<file path="config.mk">
export PLATFORM = sky130hd
export DESIGN_NAME = sysid_check_ctrl
export DESIGN_NICKNAME = d
export VERILOG_FILES = /design/src/rtl/sysid_check_pkg.sv /design/src/rtl/sysid_rd_timer.sv /design/src/rtl/sysid_check_ctrl.sv
export SDC_FILE = /design/constraint.sdc
export NUM_CORES = 1
export LEC_CHECK = 0
export ABC_AREA = 1
export ABC_CLOCK_PERIOD_IN_PS = 3470
export CAP_MARGIN = 10
export CORE_MARGIN = 3
export CORE_UTILIZATION = 50
export DETAILED_ROUTE_END_ITERATION = 12
export PLACE_DENSITY = 0.85
export SYNTH_ARGS = -nofsm -noshare
export SYNTH_HDL_FRONTEND = slang
export SYNTH_SLANG_ARGS = --single-unit
</file>
<file path="constraint.sdc">
create_clock -name clock -period 3.47 [get_ports clock]
set_input_delay 0.5205 -clock clock [delete_from_list [all_inputs] [get_ports clock]]
set_output_delay 0.5205 -clock clock [all_outputs]
set_load 0.005 [all_outputs]
</file>
<file path="src/rtl/sysid_check_pkg.sv">
// -----------------------------------------------------------------------------
// sysid_check_pkg
// Shared definitions for the system-ID check controller:
//   - state_t     : controller state encoding
//   - ADDR_ID/TS  : slave word addresses (0 = ID word, 1 = build timestamp)
//   - word_match  : full-width equality helper used for the ID/TS compare
// -----------------------------------------------------------------------------
package sysid_check_pkg;

    typedef enum logic [3:0] {
        START   = 4'd0,
        ID_CMD  = 4'd1,
        ID_WAIT = 4'd2,
        TS_CMD  = 4'd3,
        TS_WAIT = 4'd4,
        CHECK   = 4'd5,
        DONE    = 4'd6,
        H_CMD   = 4'd7,
        H_WAIT  = 4'd8
    } state_t;

    localparam logic ADDR_ID = 1'b0;
    localparam logic ADDR_TS = 1'b1;

    // Full 32-bit equality between a read word and its expected value.
    function automatic logic word_match(input logic [31:0] actual,
                                        input logic [31:0] expected);
        return (actual == expected);
    endfunction

endpackage

</file>
<file path="src/rtl/sysid_rd_timer.sv">
// -----------------------------------------------------------------------------
// sysid_rd_timer
// Read-response watchdog. An 8-bit counter is cleared when a read command is
// accepted and counts every cycle spent waiting for m_readdatavalid.
// expire is raised during the wait cycle in which the wait length reaches
// LIMIT, so the FSM leaves the WAIT state on exactly LIMIT cycles after the
// accepting edge.
// Ports:
//   clock  in  system clock
//   reset  in  synchronous active-high reset
//   clear  in  command accepted this cycle (restart the count)
//   enable in  FSM is in a WAIT state
//   expire out wait budget used up (combinational, qualified by enable)
// -----------------------------------------------------------------------------
module sysid_rd_timer #(
    parameter int unsigned LIMIT = 255
) (
    input  logic clock,
    input  logic reset,
    input  logic clear,
    input  logic enable,
    output logic expire
);

    logic [7:0] count_r;

    // Wait-cycle counter: cleared on acceptance, saturating increment in WAIT.
    always_ff @(posedge clock) begin
        if (reset) begin
            count_r <= 8'd0;
        end else if (clear) begin
            count_r <= 8'd0;
        end else if (enable && (count_r != 8'hFF)) begin
            count_r <= count_r + 8'd1;
        end else begin
            count_r <= count_r;
        end
    end

    // count_r holds the number of completed wait cycles; the current cycle
    // is wait number count_r+1, hence the compare against LIMIT-1.
    assign expire = enable && !clear && (count_r >= 8'(LIMIT - 1));

endmodule

</file>
<file path="src/rtl/sysid_check_ctrl.sv">
// -----------------------------------------------------------------------------
// sysid_check_ctrl
// Avalon-MM master for the system-ID slave. After reset (and on each recheck
// pulse while idle) it reads word 0 (ID) and word 1 (build timestamp),
// compares both with the expected values and retries up to MAX_ATTEMPTS full
// passes. A read that gets no m_readdatavalid within TIMEOUT_CYCLES ends the
// check as failed with no retry. While idle in DONE it forwards single-word
// host reads to the same slave, so the slave only ever sees this master.
// Ports:
//   clock, reset          single clock, synchronous active-high reset
//   recheck               one-cycle pulse, honoured only in DONE
//   m_*                   Avalon-MM read master (registered m_read/m_address)
//   h_req/h_addr          host read request, held until h_ack
//   h_ack/h_rdata/h_err   one-cycle host response (h_err = timeout, data 0)
//   check_done/pass/fail  check status flags
//   id_value/ts_value     last words read during checking
//   attempts              passes used by the current/last check
// -----------------------------------------------------------------------------
module sysid_check_ctrl
    import sysid_check_pkg::*;
#(
    parameter logic [31:0] EXPECTED_ID    = 32'd0,
    parameter logic [31:0] EXPECTED_TS    = 32'd1461568625,
    parameter int unsigned MAX_ATTEMPTS   = 3,
    parameter int unsigned TIMEOUT_CYCLES = 255
) (
    input  logic        clock,
    input  logic        reset,
    input  logic        recheck,
    output logic        m_address,
    output logic        m_read,
    input  logic        m_waitrequest,
    input  logic [31:0] m_readdata,
    input  logic        m_readdatavalid,
    input  logic        h_req,
    input  logic        h_addr,
    output logic        h_ack,
    output logic [31:0] h_rdata,
    output logic        h_err,
    output logic        check_done,
    output logic        check_pass,
    output logic        check_fail,
    output logic [31:0] id_value,
    output logic [31:0] ts_value,
    output logic [3:0]  attempts
);

    state_t      state_r,      state_s;
    logic        m_read_r,     m_read_s;
    logic        m_address_r,  m_address_s;
    logic        h_addr_r,     h_addr_s;
    logic        h_ack_r,      h_ack_s;
    logic [31:0] h_rdata_r,    h_rdata_s;
    logic        h_err_r,      h_err_s;
    logic        done_r,       done_s;
    logic        pass_r,       pass_s;
    logic        fail_r,       fail_s;
    logic [31:0] id_r,         id_s;
    logic [31:0] ts_r,         ts_s;
    logic [3:0]  attempts_r,   attempts_s;

    logic        accepted_s;
    logic        waiting_s;
    logic        expire_s;

    // Command handshake completes when our registered read meets no stall.
    assign accepted_s = m_read_r && !m_waitrequest;
    assign waiting_s  = (state_r == ID_WAIT) || (state_r == TS_WAIT) ||
                        (state_r == H_WAIT);

    sysid_rd_timer #(
        .LIMIT (TIMEOUT_CYCLES)
    ) u_timer (
        .clock  (clock),
        .reset  (reset),
        .clear  (accepted_s),
        .enable (waiting_s),
        .expire (expire_s)
    );

    // Next-state and next-output computation for the whole controller.
    always_comb begin
        state_s     = state_r;
        m_read_s    = 1'b0;
        m_address_s = m_address_r;
        h_addr_s    = h_addr_r;
        h_ack_s     = 1'b0;
        h_rdata_s   = 32'd0;
        h_err_s     = 1'b0;
        done_s      = done_r;
        pass_s      = pass_r;
        fail_s      = fail_r;
        id_s        = id_r;
        ts_s        = ts_r;
        attempts_s  = attempts_r;

        case (state_r)
            START: begin
                // Bounded by MAX_ATTEMPTS via CHECK; the guard only keeps
                // the counter from wrapping.
                if (attempts_r != 4'hF) begin
                    attempts_s = attempts_r + 4'd1;
                end else begin
                    attempts_s = attempts_r;
                end
                state_s = ID_CMD;
            end

            ID_CMD: begin
                if (accepted_s) begin
                    state_s = ID_WAIT;
                end else begin
                    m_read_s    = 1'b1;
                    m_address_s = ADDR_ID;
                end
            end

            ID_WAIT: begin
                if (m_readdatavalid) begin
                    id_s    = m_readdata;
                    state_s = TS_CMD;
                end else if (expire_s) begin
                    fail_s  = 1'b1;
                    done_s  = 1'b1;
                    state_s = DONE;
                end else begin
                    state_s = ID_WAIT;
                end
            end

            TS_CMD: begin
                if (accepted_s) begin
                    state_s = TS_WAIT;
                end else begin
                    m_read_s    = 1'b1;
                    m_address_s = ADDR_TS;
                end
            end

            TS_WAIT: begin
                if (m_readdatavalid) begin
                    ts_s    = m_readdata;
                    state_s = CHECK;
                end else if (expire_s) begin
                    fail_s  = 1'b1;
                    done_s  = 1'b1;
                    state_s = DONE;
                end else begin
                    state_s = TS_WAIT;
                end
            end

            CHECK: begin
                if (word_match(id_r, EXPECTED_ID) && word_match(ts_r, EXPECTED_TS)) begin
                    pass_s  = 1'b1;
                    done_s  = 1'b1;
                    state_s = DONE;
                end else if (attempts_r < 4'(MAX_ATTEMPTS)) begin
                    state_s = START;
                end else begin
                    fail_s  = 1'b1;
                    done_s  = 1'b1;
                    state_s = DONE;
                end
            end

            DONE: begin
                // recheck wins over a simultaneous host request; the host
                // request stays pending and is served after the new check.
                if (recheck) begin
                    done_s     = 1'b0;
                    pass_s     = 1'b0;
                    fail_s     = 1'b0;
                    attempts_s = 4'd0;
                    state_s    = START;
                end else if (h_req) begin
                    h_addr_s = h_addr;
                    state_s  = H_CMD;
                end else begin
                    state_s = DONE;
                end
            end

            H_CMD: begin
                if (accepted_s) begin
                    state_s = H_WAIT;
                end else begin
                    m_read_s    = 1'b1;
                    m_address_s = h_addr_r;
                end
            end

            H_WAIT: begin
                if (m_readdatavalid) begin
                    h_ack_s   = 1'b1;
                    h_rdata_s = m_readdata;
                    state_s   = DONE;
                end else if (expire_s) begin
                    h_ack_s   = 1'b1;
                    h_err_s   = 1'b1;
                    h_rdata_s = 32'd0;
                    state_s   = DONE;
                end else begin
                    state_s = H_WAIT;
                end
            end

            default: begin
                state_s = START;
            end
        endcase
    end

    // Controller state and all registered outputs.
    always_ff @(posedge clock) begin
        if (reset) begin
            state_r     <= START;
            m_read_r    <= 1'b0;
            m_address_r <= 1'b0;
            h_addr_r    <= 1'b0;
            h_ack_r     <= 1'b0;
            h_rdata_r   <= 32'd0;
            h_err_r     <= 1'b0;
            done_r      <= 1'b0;
            pass_r      <= 1'b0;
            fail_r      <= 1'b0;
            id_r        <= 32'd0;
            ts_r        <= 32'd0;
            attempts_r  <= 4'd0;
        end else begin
            state_r     <= state_s;
            m_read_r    <= m_read_s;
            m_address_r <= m_address_s;
            h_addr_r    <= h_addr_s;
            h_ack_r     <= h_ack_s;
            h_rdata_r   <= h_rdata_s;
            h_err_r     <= h_err_s;
            done_r      <= done_s;
            pass_r      <= pass_s;
            fail_r      <= fail_s;
            id_r        <= id_s;
            ts_r        <= ts_s;
            attempts_r  <= attempts_s;
        end
    end

    assign m_read     = m_read_r;
    assign m_address  = m_address_r;
    assign h_ack      = h_ack_r;
    assign h_rdata    = h_rdata_r;
    assign h_err      = h_err_r;
    assign check_done = done_r;
    assign check_pass = pass_r;
    assign check_fail = fail_r;
    assign id_value   = id_r;
    assign ts_value   = ts_r;
    assign attempts   = attempts_r;

endmodule

</file>
==> flow_summary.yaml, run 1 <==
outcome:
  outcome: "finished, final reports clean"
die:
  ios: 146
  die_w_um: 102
  dieArea_mm2: 0.0105
  initial_core_util_pct: 52.4
  row_count: 34
  core_area_mm2: 0.00885
  die_height_um: 102
sta:
  whs_ns: 0.462
  fin_tns_setup_ns: 0
  layout_min_cycle_time_ns: 1.99
  fin_ws_ns: 1.48
  drv_slew: 0
  worst_pin_slew_ns: 0.769
  max_freq_mhz: 503
  rsz0062_at_grt: "no"
  setup_viol: 0
  skew_ns: 0.00664
  hold_violations: 0
  timing.slew.headroom_pct: 48.7
  fin_crit_sh_pct: 57.3
clock_tree:
  numCtsBuffers: 17
  ctsHtreeMaxLevel: 4
  clock-sinks: 120
  hold_buffers: 0
  postCtsSetupBuffers: 0
  cts_tree: "yes"
  cts_resized: 0
  max-clock-path-buffers: 2
  clock_latency_ns: 0.51
  clkTransAtPathRegs_ns: 0.06
  root_buffer: "clkbuf_8"
synthesis:
  yosys.area_share.simple_pct: 16.9
  synth_top_family_by_area: "compound AO/OA/AOI/OAI gates"
  netlist_instances: 608
  ys_warn_count: 0
  yosysSeqAreaShare_pct: 51.8
  ys_ff_latch: 120
  synth.distinct_cells: 28
  synth_compound_area_share_pct: 17.8
  avgSynthCellArea_um2: 7.63
  synthAdderAreaFrac_pct: 0.809
  synth_mux_area_share_pct: 0
  netlist_area_mm2: 0.00464
  syn_nets: 650
  synthXorXnorAreaFrac_pct: 0
pwr:
  peakVddDrop_v: 0.000440
  power.switching_w: 0.00129
  pwr-share-clk_pct: 41.7
  seqPwrFrac_pct: 37.1
  p_leak_nw: 2.74
  intPower_w: 0.00314
  p_comb_share_pct: 21.2
  swShare_pct: 29.1
  p_per_area_mw_per_mm2: 651
worst_setup_path:
  crit_required_ns: 2.95
  worst_setup_path_start_kind: "register"
  path_cells: "clkdlybuf4s50_1"
  critical_path_class: "register to output pin"
  worst_path_max_delay_cell: "clkdlybuf4s50_1"
  max_stage_delay_ns: 0.54
  arrival_ns: 1.47
  critPathMaxFanout: 5
  worst-path-buf-inv: 1
  worstSetupEndpointType: "output pin"
  critPathTopFamily: "buffers and inverters"
placed_design:
  gp_congestion: 0.910
  preCtsSetupSlack_ns: 1.04
  placedCellCount: 840
  dpl_cell_area_mm2: 0.00617
  dp_hpwl_um: 9400
  port_buffers: 145
drt:
  ant_nets: 0
  drt-initial-drc-count: 308
  firstDrtPassIters: 5
  viasPerCell: 5.21
  via_count: 4541
  wl_per_cell_um: 15.2
  wl_um: 13300
  remaining_drc_errors: 0
grt:
  antenna_found_initial: 0
  grt_pass1_vias: 4427
  grtUsageTotal_pct: 26.1
  grt_max_degree: 66
  grt_overflow_total: 0
  grt_pass1_wl_um: 21100
run:
  max_cap_violations: 0
finish:
  nNetsFinal: 793
  layout-drive-gt1-share_pct: 7.33
  num_antenna_cells: 0
  fin_cells: 872
  final_cell_area_mm2: 0.00680
  area_growth_pct: 46.6
min_path:
  hp-class: "register to register"
-- cell families (layout without fill, tap and decap cells) --
family | Yosys count | in the layout
compound gates | 161 | 161
flops | 120 | 120
buf+inv | 153 | 309
simple gates | 171 | 171
fa+ha+maj | 3 | 3
-- Yosys cell counts --
| cell type | instances | area [µm²] |
|---|---|---|
| clkbuf_1 | 17 | 63.8 |
| inv_2 | 2 | 7.51 |
| nand3_4 | 1 | 17.5 |
| inv_1 | 125 | 469 |
| nand3b_1 | 3 | 22.5 |
| and2_1 | 1 | 6.26 |
| nand3_1 | 24 | 120 |
| o22ai_1 | 1 | 6.26 |
| nor3_1 | 3 | 15.0 |
| dfxtp_1 | 120 | 2400 |
| a31oi_1 | 1 | 6.26 |
| nand3_2 | 2 | 20.0 |
| o21ai_0 | 74 | 370 |
| nor2_2 | 5 | 31.3 |
| nor2_8 | 1 | 20.0 |
| nand4_1 | 8 | 50.1 |
| nand2_2 | 2 | 12.5 |
| a21oi_1 | 81 | 405 |
| a21boi_2 | 1 | 11.3 |
| nor2_1 | 69 | 259 |
| buf_4 | 1 | 7.51 |
| inv_4 | 1 | 6.26 |
| nand2_1 | 50 | 188 |
| ha_1 | 3 | 37.5 |
| nand2_4 | 2 | 22.5 |
| a211oi_1 | 2 | 15.0 |
| buf_2 | 7 | 35.0 |
| a21oi_2 | 1 | 8.76 |
-- final cells by class --
cell class | instances | area [µm²]
Tap cell | 108 | 135
Sequential cell | 120 | 2400
Clock inverter | 15 | 215
Timing Repair Buffer | 149 | 1490
Multi-Input combinational cell | 335 | 1660
Clock buffer | 17 | 414
Inverter | 128 | 483
Fill cell | 615 | 2050
-- cell usage in the layout (no fill, tap or decap), types with 4 or more instances in the layout --
master           instances
inv_6                    4
o21ai_0                 74
inv_1                  125
nor2_1                  69
nand3_1                 22
a21oi_1                 81
clkinv_4                 6
clkbuf_16               16
nand4_1                  8
bufinv_16                4
nand3_2                  4
clkdlybuf4s50_1        145
nand2_1                 50
dfxtp_1                120
nor2_2                   5
-- power groups by stage --
stage / clock network [W] / registers [W] / logic, W
after floorplan: 0 / 0.00166 / 0.000478
after CTS: 0.00186 / 0.00164 / 0.000935
after detailed placement: 0 / 0.00167 / 0.000917
final: 0.00184 / 0.00164 / 0.000940
after global routing: 0.00193 / 0.00166 / 0.00104
after global placement: 0 / 0.00166 / 0.000888
-- metal layers --
metal / up-vias / track usage [%] / routed length (µm)
met3: 33 / 7.44 / 1130
li1: 2214 / - / -
met5: - / 0 / 0
met2: 205 / 44.6 / 6560
met1: 2089 / 30.2 / 5270
met4: 0 / 12.4 / 326
-- path summary, 6_finish.rpt --
check	start	slack, ns	depth (start not counted)	endpoint
setup / recovery	attempts[2]$_SDFFE_PP0P_	1.48	1	attempts[2]
hold / removal	id_value[14]$_SDFFE_PP0P_	0.46	2	id_value[14]$_SDFFE_PP0P_
setup reg to reg	state_r[3]$_SDFFE_PP0P_	1.54	8	check_fail$_SDFFE_PP0P_
hold reg to reg	id_value[14]$_SDFFE_PP0P_	0.46	2	id_value[14]$_SDFFE_PP0P_
-- stage by stage --
| step | util [%] | power [W] |
|---|---|---|
| floorplan | - | 0.00213 |
| global placement | 69.7 | 0.00255 |
| detailed placement | 69.7 | 0.00258 |
| CTS | 76.8 | 0.00444 |
| global route | 76.8 | 0.00463 |
| finish | 76.8 | 0.00443 |
-- flip-flops by register name, summed over array words and instances, names as in the netlist, 4 cells and up --
name / flops
attempts: 4
h_rdata: 32
id_value: 32
state_r: 4
ts_value: 32
u_timer.count_r: 8
Power figures use the tool's default switching activity.
==> run 2: changes to the inputs <==
--- a/config.mk
+++ b/config.mk
@@ -6,12 +6,12 @@
 export NUM_CORES = 1
 export LEC_CHECK = 0
 export ABC_AREA = 1
-export ABC_CLOCK_PERIOD_IN_PS = 3470
+export ABC_CLOCK_PERIOD_IN_PS = 1800
 export CAP_MARGIN = 10
 export CORE_MARGIN = 3
-export CORE_UTILIZATION = 50
+export CORE_UTILIZATION = 42
 export DETAILED_ROUTE_END_ITERATION = 12
-export PLACE_DENSITY = 0.85
+export PLACE_DENSITY = 0.76
 export SYNTH_ARGS = -nofsm -noshare
 export SYNTH_HDL_FRONTEND = slang
 export SYNTH_SLANG_ARGS = --single-unit
==> constraint.sdc (replaced) <==
create_clock -name clock -period 1.8 [get_ports clock]
set_input_delay 0.27 -clock clock [delete_from_list [all_inputs] [get_ports clock]]
set_output_delay 0.27 -clock clock [all_outputs]
set_load 0.005 [all_outputs]
==> flow_summary.yaml, run 2 (synthesis results as in run 1) <==
outcome:
  outcome: "finished, final reports clean"
clock_tree:
  cts_tree: "yes"
  clock_latency_ns: 0.49
  cts_resized: 0
  hold_buffers: 0
  root_buffer: "clkbuf_8"
  ctsHtreeMaxLevel: 4
  postCtsSetupBuffers: 0
  numCtsBuffers: 17
  clkTransAtPathRegs_ns: 0.06
  clock-sinks: 120
  max-clock-path-buffers: 2
finish:
  fillers: 920
  most-common-layout-cells: "clkdlybuf4s50_1 (145), inv_1 (125), dfxtp_1 (120)"
  num_antenna_cells: 0
  layout-drive-gt1-share_pct: 7.44
  final_common_cell: "clkdlybuf4s50_1"
  regArea_mm2: 0.00240
  final_cell_area_mm2: 0.00690
  multi_input_area_mm2: 0.00166
  nNetsFinal: 796
  area_growth_pct: 48.8
grt:
  grt_pass1_vias: 4197
  met1_usage_pct: 25.6
  use_met2_pct: 33.1
  grt_pass1_wl_um: 20400
  top_usage_layer: "met2"
  antenna_found_initial: 0
  grtUsageTotal_pct: 20.2
  grt_overflow_total: 0
  use_met3_pct: 5.40
  grt_max_degree: 65
drt:
  viasPerCell: 4.75
  wl_per_cell_um: 13.7
  via_count: 4280
  ant_nets: 0
  drt-initial-drc-count: 198
  firstDrtPassIters: 5
  remaining_drc_errors: 0
  wl_um: 12300
placed_design:
  dp_hpwl_um: 9090
  gp_congestion: 0.853
  dpl_cell_area_mm2: 0.00626
  port_buffers: 145
  preCtsSetupSlack_ns: 0.140
die:
  core_area_mm2: 0.0105
  ios: 146
  row_count: 37
  dieArea_mm2: 0.0123
  die_height_um: 111
  die_w_um: 111
  initial_core_util_pct: 44.1
sta:
  timing.slew.headroom_pct: 73.4
  drv_slew: 0
  fin_ws_ns: 0.107
  layout_min_cycle_time_ns: 1.69
  fin_tns_setup_ns: 0
  max_freq_mhz: 591
  skew_ns: 0.00713
  worst_pin_slew_ns: 0.397
  setup_viol: 0
  fin_crit_sh_pct: 94.1
  rsz0062_at_grt: "no"
  hold_violations: 0
pwr:
  power.switching_w: 0.00232
  swShare_pct: 27.2
  pwr-share-clk_pct: 41.9
  peakVddDrop_v: 0.000678
  intPower_w: 0.00622
  p_comb_share_pct: 21.1
  p_leak_nw: 2.77
  seqPwrFrac_pct: 37.0
  p_per_area_mw_per_mm2: 1240
worst_setup_path:
  worst_path_max_delay_cell: "clkdlybuf4s50_1"
  worst-path-stages: 1
  arrival_ns: 1.42
  max_stage_delay_ns: 0.53
  crit_required_ns: 1.53
  critPathMaxFanout: 5
  critical_path_class: "register to output pin"
  path_cells: "clkdlybuf4s50_1"
  worst-path-buf-inv: 1
  critPathTopFamily: "buffers and inverters"
  worst_setup_path_start_kind: "register"
  reg2reg_slack_ns: 0.19
  rr_worst_depth: 10
  worstSetupEndpointType: "output pin"
  r2r_end: "u_timer.count_r[5]$_SDFFE_PP0P_"
  r2r_start: "state_r[3]$_SDFFE_PP0P_"
min_path:
  hold_end: "h_rdata[14]$_SDFF_PP0_"
  min_path_cells: 3
  hp-class: "input pin to register"
  hold_path_startpoint: "m_readdata[14]"
run:
  max_cap_violations: 0
-- run 2: per-layer routing --
| metal | part of all wire [%] | vias to the layer above |
|---|---|---|
| met2 | 47 | 123 |
| met5 | 0 | - |
| met4 | 1.6 | 0 |
| met1 | 46 | 1931 |
| met3 | 5.7 | 16 |
| li1 | - | 2210 |
-- run 2: worst max-delay path by stage --
stage | start | endpoint | slack (ns)
after floorplan | u_timer.count_r[1]$_SDFFE_PP0P_ | u_timer.count_r[7]$_SDFFE_PP0P_ | 0.41
after global placement | state_r[0]$_SDFFE_PP0P_ | attempts[0]$_SDFFE_PP0P_ | 0.18
after detailed placement | m_waitrequest | check_fail$_SDFFE_PP0P_ | 0.14
after CTS | attempts[2]$_SDFFE_PP0P_ | attempts[2] | 0.08
after global routing | state_r[1]$_SDFFE_PP0P_ | check_done$_SDFFE_PP0P_ | 0.03
final | attempts[2]$_SDFFE_PP0P_ | attempts[2] | 0.11
-- run 2: final cells by class --
type / instances / area share, %
Clock buffer: 19 / 6.25
Clock inverter: 12 / 2.90
Inverter: 128 / 7.00
Multi-Input combinational cell: 335 / 24.1
Sequential cell: 120 / 34.8
Tap cell: 136 / 2.47
Timing Repair Buffer: 152 / 22.5
-- run 2: through the flow --
stage	total power, W	std cells	hold WS (ns)	util [%]
floorplan	0.00411	608	0.382	-
global placement	0.00497	871	0.445	59.6
detailed placement	0.00500	871	0.452	59.6
CTS	0.00859	902	0.326	65.6
global route	0.00900	902	0.335	65.7
finish	0.00853	902	0.357	65.7
-- run 2: power groups by stage --
stage | Clock, W | Sequential (W) | Combinational [W]
2_1_floorplan | 0 | 0.00319 | 0.000922
3_3_place_gp | 0 | 0.00320 | 0.00177
5_1_grt | 0.00375 | 0.00320 | 0.00204
6_report | 0.00357 | 0.00316 | 0.00180
3_5_place_dp | 0 | 0.00321 | 0.00179
4_1_cts | 0.00363 | 0.00315 | 0.00181
